$ cat config.mk
export PLATFORM = sky130hd
export DESIGN_NAME = mdc_output_merger_flat
export DESIGN_NICKNAME = d
export VERILOG_FILES = /design/src/rtl/r2mdc_pkg.sv /design/src/rtl/mdc_output_merger_if.sv /design/src/rtl/mdc_sample_buffer.sv /design/src/rtl/mdc_output_merger.sv /design/src/flat_wrapper.sv
export SDC_FILE = /design/constraint.sdc
export NUM_CORES = 1
export LEC_CHECK = 0
export CAP_MARGIN = 0
export CORE_MARGIN = 5
export CORE_UTILIZATION = 40
export CTS_CLUSTER_SIZE = 30
export DETAILED_ROUTE_END_ITERATION = 10
export PLACE_DENSITY = 0.61
export SETUP_SLACK_MARGIN = 0.3
export SYNTH_ARGS = -nofsm -noshare
export SYNTH_HDL_FRONTEND = slang
export SYNTH_HIERARCHICAL = 1
export SYNTH_SLANG_ARGS = --single-unit
$ cat constraint.sdc
create_clock -name clk -period 8.3 [get_ports clk]
set_input_delay 2.075 -clock clk [delete_from_list [all_inputs] [get_ports clk]]
set_output_delay 2.075 -clock clk [all_outputs]
set_load 0.01 [all_outputs]
$ cat src/rtl/r2mdc_pkg.sv
// Shared types for the radix-2 MDC FFT pipeline: sample width, complex sample,
// and the merger's phase encoding.
package r2mdc_pkg;

    localparam int DATA_W = 16;

    typedef struct packed {
        logic signed [DATA_W-1:0] re;
        logic signed [DATA_W-1:0] im;
    } cplx_t;

    typedef enum logic {
        ST_STREAM = 1'b0,
        ST_DRAIN  = 1'b1
    } merge_state_t;

endpackage

$ cat src/rtl/mdc_output_merger_if.sv
// Dual-lane input / serial output bus of the MDC output merger.
interface mdc_output_merger_if;
    import r2mdc_pkg::*;

    logic                     in_valid;
    logic                     in_ready;
    logic signed [DATA_W-1:0] in_0_re;
    logic signed [DATA_W-1:0] in_0_im;
    logic signed [DATA_W-1:0] in_1_re;
    logic signed [DATA_W-1:0] in_1_im;
    logic                     out_valid;
    logic signed [DATA_W-1:0] out_re;
    logic signed [DATA_W-1:0] out_im;
    logic                     out_first;
    logic                     out_last;

    modport master (
        output in_valid, in_0_re, in_0_im, in_1_re, in_1_im,
        input  in_ready, out_valid, out_re, out_im, out_first, out_last
    );

    modport slave (
        input  in_valid, in_0_re, in_0_im, in_1_re, in_1_im,
        output in_ready, out_valid, out_re, out_im, out_first, out_last
    );

endinterface

$ cat src/rtl/mdc_sample_buffer.sv
// Lane-1 holding store: one write port, one registered read port, no reset.
module mdc_sample_buffer
    import r2mdc_pkg::*;
#(
    parameter int DEPTH = 8,
    parameter int AW    = 3
) (
    input  logic          clk,
    input  logic          wr_en,
    input  logic [AW-1:0] wr_addr,
    input  cplx_t         wr_data,
    input  logic [AW-1:0] rd_addr,
    output cplx_t         rd_data
);

    cplx_t mem [DEPTH];
    cplx_t rd_data_q;

    always_ff @(posedge clk) begin
        if (wr_en) begin
            mem[wr_addr] <= wr_data;
        end
        rd_data_q <= mem[rd_addr];
    end

    assign rd_data = rd_data_q;

endmodule

$ cat src/rtl/mdc_output_merger.sv
// Serialises an MDC FFT's two output lanes into one stream: lane-0 samples pass
// through with one cycle of latency, lane-1 samples are buffered and drained after.
module mdc_output_merger
    import r2mdc_pkg::*;
#(
    parameter int POINTS = 16
) (
    input logic                clk,
    input logic                rst_n,
    mdc_output_merger_if.slave bus
);

    localparam int HALF = POINTS / 2;
    localparam int AW   = $clog2(HALF);
    localparam logic [AW-1:0] LAST_IDX = AW'(HALF - 1);

    merge_state_t             state_q, state_d;
    logic [AW-1:0]            pair_cnt_q, pair_cnt_d;
    logic [AW-1:0]            drain_cnt_q, drain_cnt_d;
    logic                     in_ready_q, in_ready_d;
    logic                     out_valid_q, out_valid_d;
    logic                     out_first_q, out_first_d;
    logic                     out_last_q, out_last_d;
    logic signed [DATA_W-1:0] out_re_q, out_re_d;
    logic signed [DATA_W-1:0] out_im_q, out_im_d;

    logic          accept;
    logic [AW-1:0] rd_addr;
    cplx_t         wr_data;
    cplx_t         rd_data;

    assign accept = bus.in_valid && in_ready_q;

    // The read port is registered, so the address runs one entry ahead of the
    // sample being presented; parking it at 0 while streaming has buffer[0]
    // ready on the first drain cycle.
    assign rd_addr = (state_q == ST_DRAIN) ? drain_cnt_q + AW'(1) : '0;

    always_comb begin
        wr_data.re = bus.in_1_re;
        wr_data.im = bus.in_1_im;
    end

    mdc_sample_buffer #(
        .DEPTH (HALF),
        .AW    (AW)
    ) u_lane1_buf (
        .clk     (clk),
        .wr_en   (accept),
        .wr_addr (pair_cnt_q),
        .wr_data (wr_data),
        .rd_addr (rd_addr),
        .rd_data (rd_data)
    );

    always_comb begin
        state_d     = state_q;
        pair_cnt_d  = pair_cnt_q;
        drain_cnt_d = drain_cnt_q;
        out_valid_d = 1'b0;
        out_first_d = 1'b0;
        out_last_d  = 1'b0;
        out_re_d    = out_re_q;
        out_im_d    = out_im_q;

        case (state_q)
            ST_STREAM: begin
                if (accept) begin
                    out_valid_d = 1'b1;
                    out_first_d = (pair_cnt_q == '0);
                    out_re_d    = bus.in_0_re;
                    out_im_d    = bus.in_0_im;
                    if (pair_cnt_q == LAST_IDX) begin
                        pair_cnt_d = '0;
                        state_d    = ST_DRAIN;
                    end else begin
                        pair_cnt_d = pair_cnt_q + AW'(1);
                    end
                end
            end
            ST_DRAIN: begin
                out_valid_d = 1'b1;
                out_last_d  = (drain_cnt_q == LAST_IDX);
                out_re_d    = rd_data.re;
                out_im_d    = rd_data.im;
                if (drain_cnt_q == LAST_IDX) begin
                    drain_cnt_d = '0;
                    state_d     = ST_STREAM;
                end else begin
                    drain_cnt_d = drain_cnt_q + AW'(1);
                end
            end
            default: state_d = ST_STREAM;
        endcase

        in_ready_d = (state_d == ST_STREAM);
    end

    always_ff @(posedge clk or negedge rst_n) begin
        if (!rst_n) begin
            state_q     <= ST_STREAM;
            pair_cnt_q  <= '0;
            drain_cnt_q <= '0;
            in_ready_q  <= 1'b0;
            out_valid_q <= 1'b0;
            out_first_q <= 1'b0;
            out_last_q  <= 1'b0;
            out_re_q    <= '0;
            out_im_q    <= '0;
        end else begin
            state_q     <= state_d;
            pair_cnt_q  <= pair_cnt_d;
            drain_cnt_q <= drain_cnt_d;
            in_ready_q  <= in_ready_d;
            out_valid_q <= out_valid_d;
            out_first_q <= out_first_d;
            out_last_q  <= out_last_d;
            out_re_q    <= out_re_d;
            out_im_q    <= out_im_d;
        end
    end

    assign bus.in_ready  = in_ready_q;
    assign bus.out_valid = out_valid_q;
    assign bus.out_first = out_first_q;
    assign bus.out_last  = out_last_q;
    assign bus.out_re    = out_re_q;
    assign bus.out_im    = out_im_q;

endmodule

$ cat src/flat_wrapper.sv
// flat-port wrapper written by rule: the top's interface ports become plain ports
module mdc_output_merger_flat import r2mdc_pkg::*;
#(
    parameter int POINTS = 16
)
  (clk, rst_n, bus_in_valid, bus_in_0_re, bus_in_0_im, bus_in_1_re, bus_in_1_im, bus_in_ready, bus_out_valid, bus_out_re, bus_out_im, bus_out_first, bus_out_last);
  mdc_output_merger_if bus_i ();
  input logic clk;
  input logic rst_n;
  input wire logic [$bits(bus_i.in_valid)-1:0] bus_in_valid;
  input wire logic [$bits(bus_i.in_0_re)-1:0] bus_in_0_re;
  input wire logic [$bits(bus_i.in_0_im)-1:0] bus_in_0_im;
  input wire logic [$bits(bus_i.in_1_re)-1:0] bus_in_1_re;
  input wire logic [$bits(bus_i.in_1_im)-1:0] bus_in_1_im;
  output wire logic [$bits(bus_i.in_ready)-1:0] bus_in_ready;
  output wire logic [$bits(bus_i.out_valid)-1:0] bus_out_valid;
  output wire logic [$bits(bus_i.out_re)-1:0] bus_out_re;
  output wire logic [$bits(bus_i.out_im)-1:0] bus_out_im;
  output wire logic [$bits(bus_i.out_first)-1:0] bus_out_first;
  output wire logic [$bits(bus_i.out_last)-1:0] bus_out_last;
  assign bus_i.in_valid = bus_in_valid;
  assign bus_i.in_0_re = bus_in_0_re;
  assign bus_i.in_0_im = bus_in_0_im;
  assign bus_i.in_1_re = bus_in_1_re;
  assign bus_i.in_1_im = bus_in_1_im;
  assign bus_in_ready = bus_i.in_ready;
  assign bus_out_valid = bus_i.out_valid;
  assign bus_out_re = bus_i.out_re;
  assign bus_out_im = bus_i.out_im;
  assign bus_out_first = bus_i.out_first;
  assign bus_out_last = bus_i.out_last;
  mdc_output_merger #(.POINTS(POINTS)) u_core (.clk(clk), .rst_n(rst_n), .bus(bus_i));
endmodule
==> run_results.csv <==
group,metric,value,unit
status,status,"finished, final reports clean",
detailed_routing,drt_pass1_iterations,4,
die,die_h,190,um
detailed_routing,drtAntennaViolNets,0,
clock_tree,cts_tree,"done",
clock_tree,clockBufferDepth,3,
timing,fin_tns_setup,0,ns
layout,finalInstanceArea,15500,sq um
timing,final-setup-viol-count,0,
setup_path,slowest_delay,0.80,ns
layout,final_common_cell,"edfxtp_1",
clock_tree,clk_latency,0.52,ns
layout,stdcell_count,1205,
placement,dp_hpwl,15.3,mm
placement,numPortBuffers,102,
pwr,ir_worst_vdd,0.000292,V
timing,slew_headroom,13.2,%
setup_path,cp.required,8.46,ns
synth,yosys.cell_types.count,33,
timing,post-route-period-util,59.6,%
die,num_io_pins,103,
synth,yosys_warnings,6,
timing,fin_crit,4.95,ns
layout,mostFrequentLayoutCells,"edfxtp_1, clkdlybuf4s50_1, dfrtp_1",
layout,antenna_cells,0,
setup_path,end_kind,"flip-flop",
clock_tree,path_clk_slew,0.06,ns
clock_tree,root_buffer,"clkbuf_16",
synth,syn_inst,638,
global_route,antenna_found_initial,0,
detailed_routing,viasPerCell,5.16,
setup_path,critPathKind,"primary input to flip-flop",
detailed_routing,vias,6216,
setup_path,cp_cell_sequence,"buf_2, and2_4, nand2b_1, nor3_2, buf_4",
clock_tree,hold_buffers,0,
clock_tree,cts_setup_buffers,0,
synth,synth-edff-count,256,
timing,skew,0.0222,ns
die,die-area,36100,sq um
detailed_routing,drc,0,
die,core,31800,sq um
setup_path,cp_num_buf_inv,2,
timing,finalHoldViolCount,0,
die,num_rows,65,
clock_tree,cts_max_level,2,
layout,layout.nets,815,
global_route,grt_pass1_wl,40.4,mm
hold_path,min_path_type,"flip-flop to flip-flop",
global_route,grt-ovfl-total,0,
clock_tree,cts.repair.resized,0,
die,die_w,190,um
global_route,grt_pass1_vias,6840,
placement,dp_slack,2.73,ns
timing,drv_slew,0,
layout,finish.utilization,48.8,%
synth,async_reset_ff_share,13.0,%
timing,setup_slack,3.35,ns
pwr,leakage,5.20,nW
die,initial_core_util,40.7,%
timing,worst_slew_pin_slew,1.30,ns
placement,gp_congestion,0.744,
pwr,power.density,341,nW/um^2
synth,syn_area_per_cell,20.3,sq um
synth,synth_area,13000,sq um
synth,ys_seq_area_share,72.6,%
detailed_routing,routed_wl,26.0,mm
synth,yosys_most_used_dff,"edfxtp_1",
clock_tree,cts.sinks,331,
timing,fmax,0.202,GHz
layout,area.growth.synth_to_final,19.7,%
placement,dp_cells,1139,
global_route,grt_max_degree,68,
setup_path,arrival,5.11,ns
setup_path,slowest_stage,"nor3_2",
synth,synth_nets,711,
detailed_routing,initialDrtViolationCount,271,
timing,rsz0062_at_grt,"no",
setup_path,crit_family,"simple AND/OR/NAND/NOR gates",
placement,placed_cell_area,14400,sq um
synth,ys_ff_latch,331,
run,cap_violations,0,
setup_path,crit_fanout,35,
layout,fillers,2586,
setup_path,cp-start-kind,"primary input",
clock_tree,numCtsBuffers,36,
detailed_routing,avgRoutedWirePerCell,21.6,um
layout,drive_gt1_share,20.9,%
global_route,grt_usage,14.6,%
[layer usage]
layer	vias to the layer above	part of all wire, %	global-route usage [%]
li1	2801	-	-
met1	3226	42	19.2
met2	150	51	24.8
met3	39	4.7	2.62
met4	0	2.1	4.45
met5	-	0	0
[worst paths after layout]
check | cells past startpoint | slack (ns) | from | end
max | 5 | 3.35 | bus_in_valid | u_core/u_lane1_buf/mem[0][20]
min | 2 | 0.47 | u_core/u_lane1_buf/rd_data[5] | u_core/bus.out_im[5]
max reg2reg | 4 | 4.63 | u_core/bus.in_ready | u_core/u_lane1_buf/mem[0][20]
min reg2reg | 2 | 0.47 | u_core/u_lane1_buf/rd_data[5] | u_core/bus.out_im[5]
max in group asynchronous | 2 | 6.14 | rst_n | u_core/state_q
min in group asynchronous | 2 | 1.68 | rst_n | u_core/bus.out_im[2]
[sequential cells by signal, indices dropped and copies added, names as in the netlist]
name	cells
u_core/bus.in_ready	1
u_core/bus.out_valid	1
u_core/bus.out_im	16
u_core/state_q	1
u_core/u_lane1_buf/mem	256
u_core/bus.out_first	1
u_core/bus.out_last	1
u_core/drain_cnt_q	3
u_core/pair_cnt_q	3
u_core/u_lane1_buf/rd_data	32
u_core/bus.out_re	16
[worst reg2reg max path: stages, from the launching register on]
cell and delay [ns]:
dfrtp_2 0.88, and2_4 0.74, nand2b_1 0.38, nor3_2 0.80
buf_4 0.49
[cell usage after synthesis (2+ instances only)]
library cell,n,area (sq um)
nand2_1,34,128
buf_2,9,45.0
mux4_2,24,541
o311ai_4,2,52.6
buf_4,2,15.0
clkbuf_1,7,26.3
dfxtp_1,32,641
nor2_1,9,33.8
nand4b_1,32,280
ha_1,6,75.1
o311ai_0,2,17.5
edfxtp_1,256,7690
o311ai_1,2,17.5
mux4_1,40,1050
mux2_2,35,394
buf_6,12,135
and2_1,2,12.5
nand2b_1,4,25.0
clkbuf_2,2,10.0
o311ai_2,26,423
buf_1,9,33.8
dfrtp_1,43,1080
inv_1,37,139
nor3_1,2,10.0
[kinds of logic after synthesis]
group	share of synthesized area [%]
DFF	72.6
muxes	15.4
and+or+nand+nor	4.11
buffers and inverters	3.12
AOI/OAI and AO/OA	4.17
adders and majority gates	0.580
[per-stage QoR]
step	hold WS, ns	total power, W
global placement	0.448	0.00377
global route	0.494	0.00556
CTS	0.468	0.00537
floorplan	0.433	0.00331
finish	0.466	0.00528
detailed placement	0.454	0.00382
[where the power goes]
group	switching [W]	total, W	internal (W)
clock network	0.000612	0.00153	0.000921
registers	0.000184	0.00233	0.00215
logic	0.000693	0.00142	0.000728
total	0.00149	0.00528	0.00380
[area by class of cell]
type	count	area [sq um]	share of cell area, %
clock buffers	45	966	6.23
clock inverters	21	184	1.19
inverters	37	139	0.896
multi-input cells	229	3220	20.7
flip-flops and latches	331	9410	60.7
well taps	435	544	3.51
repair buffers	107	1050	6.76
Power figures use the tool's default switching activity.
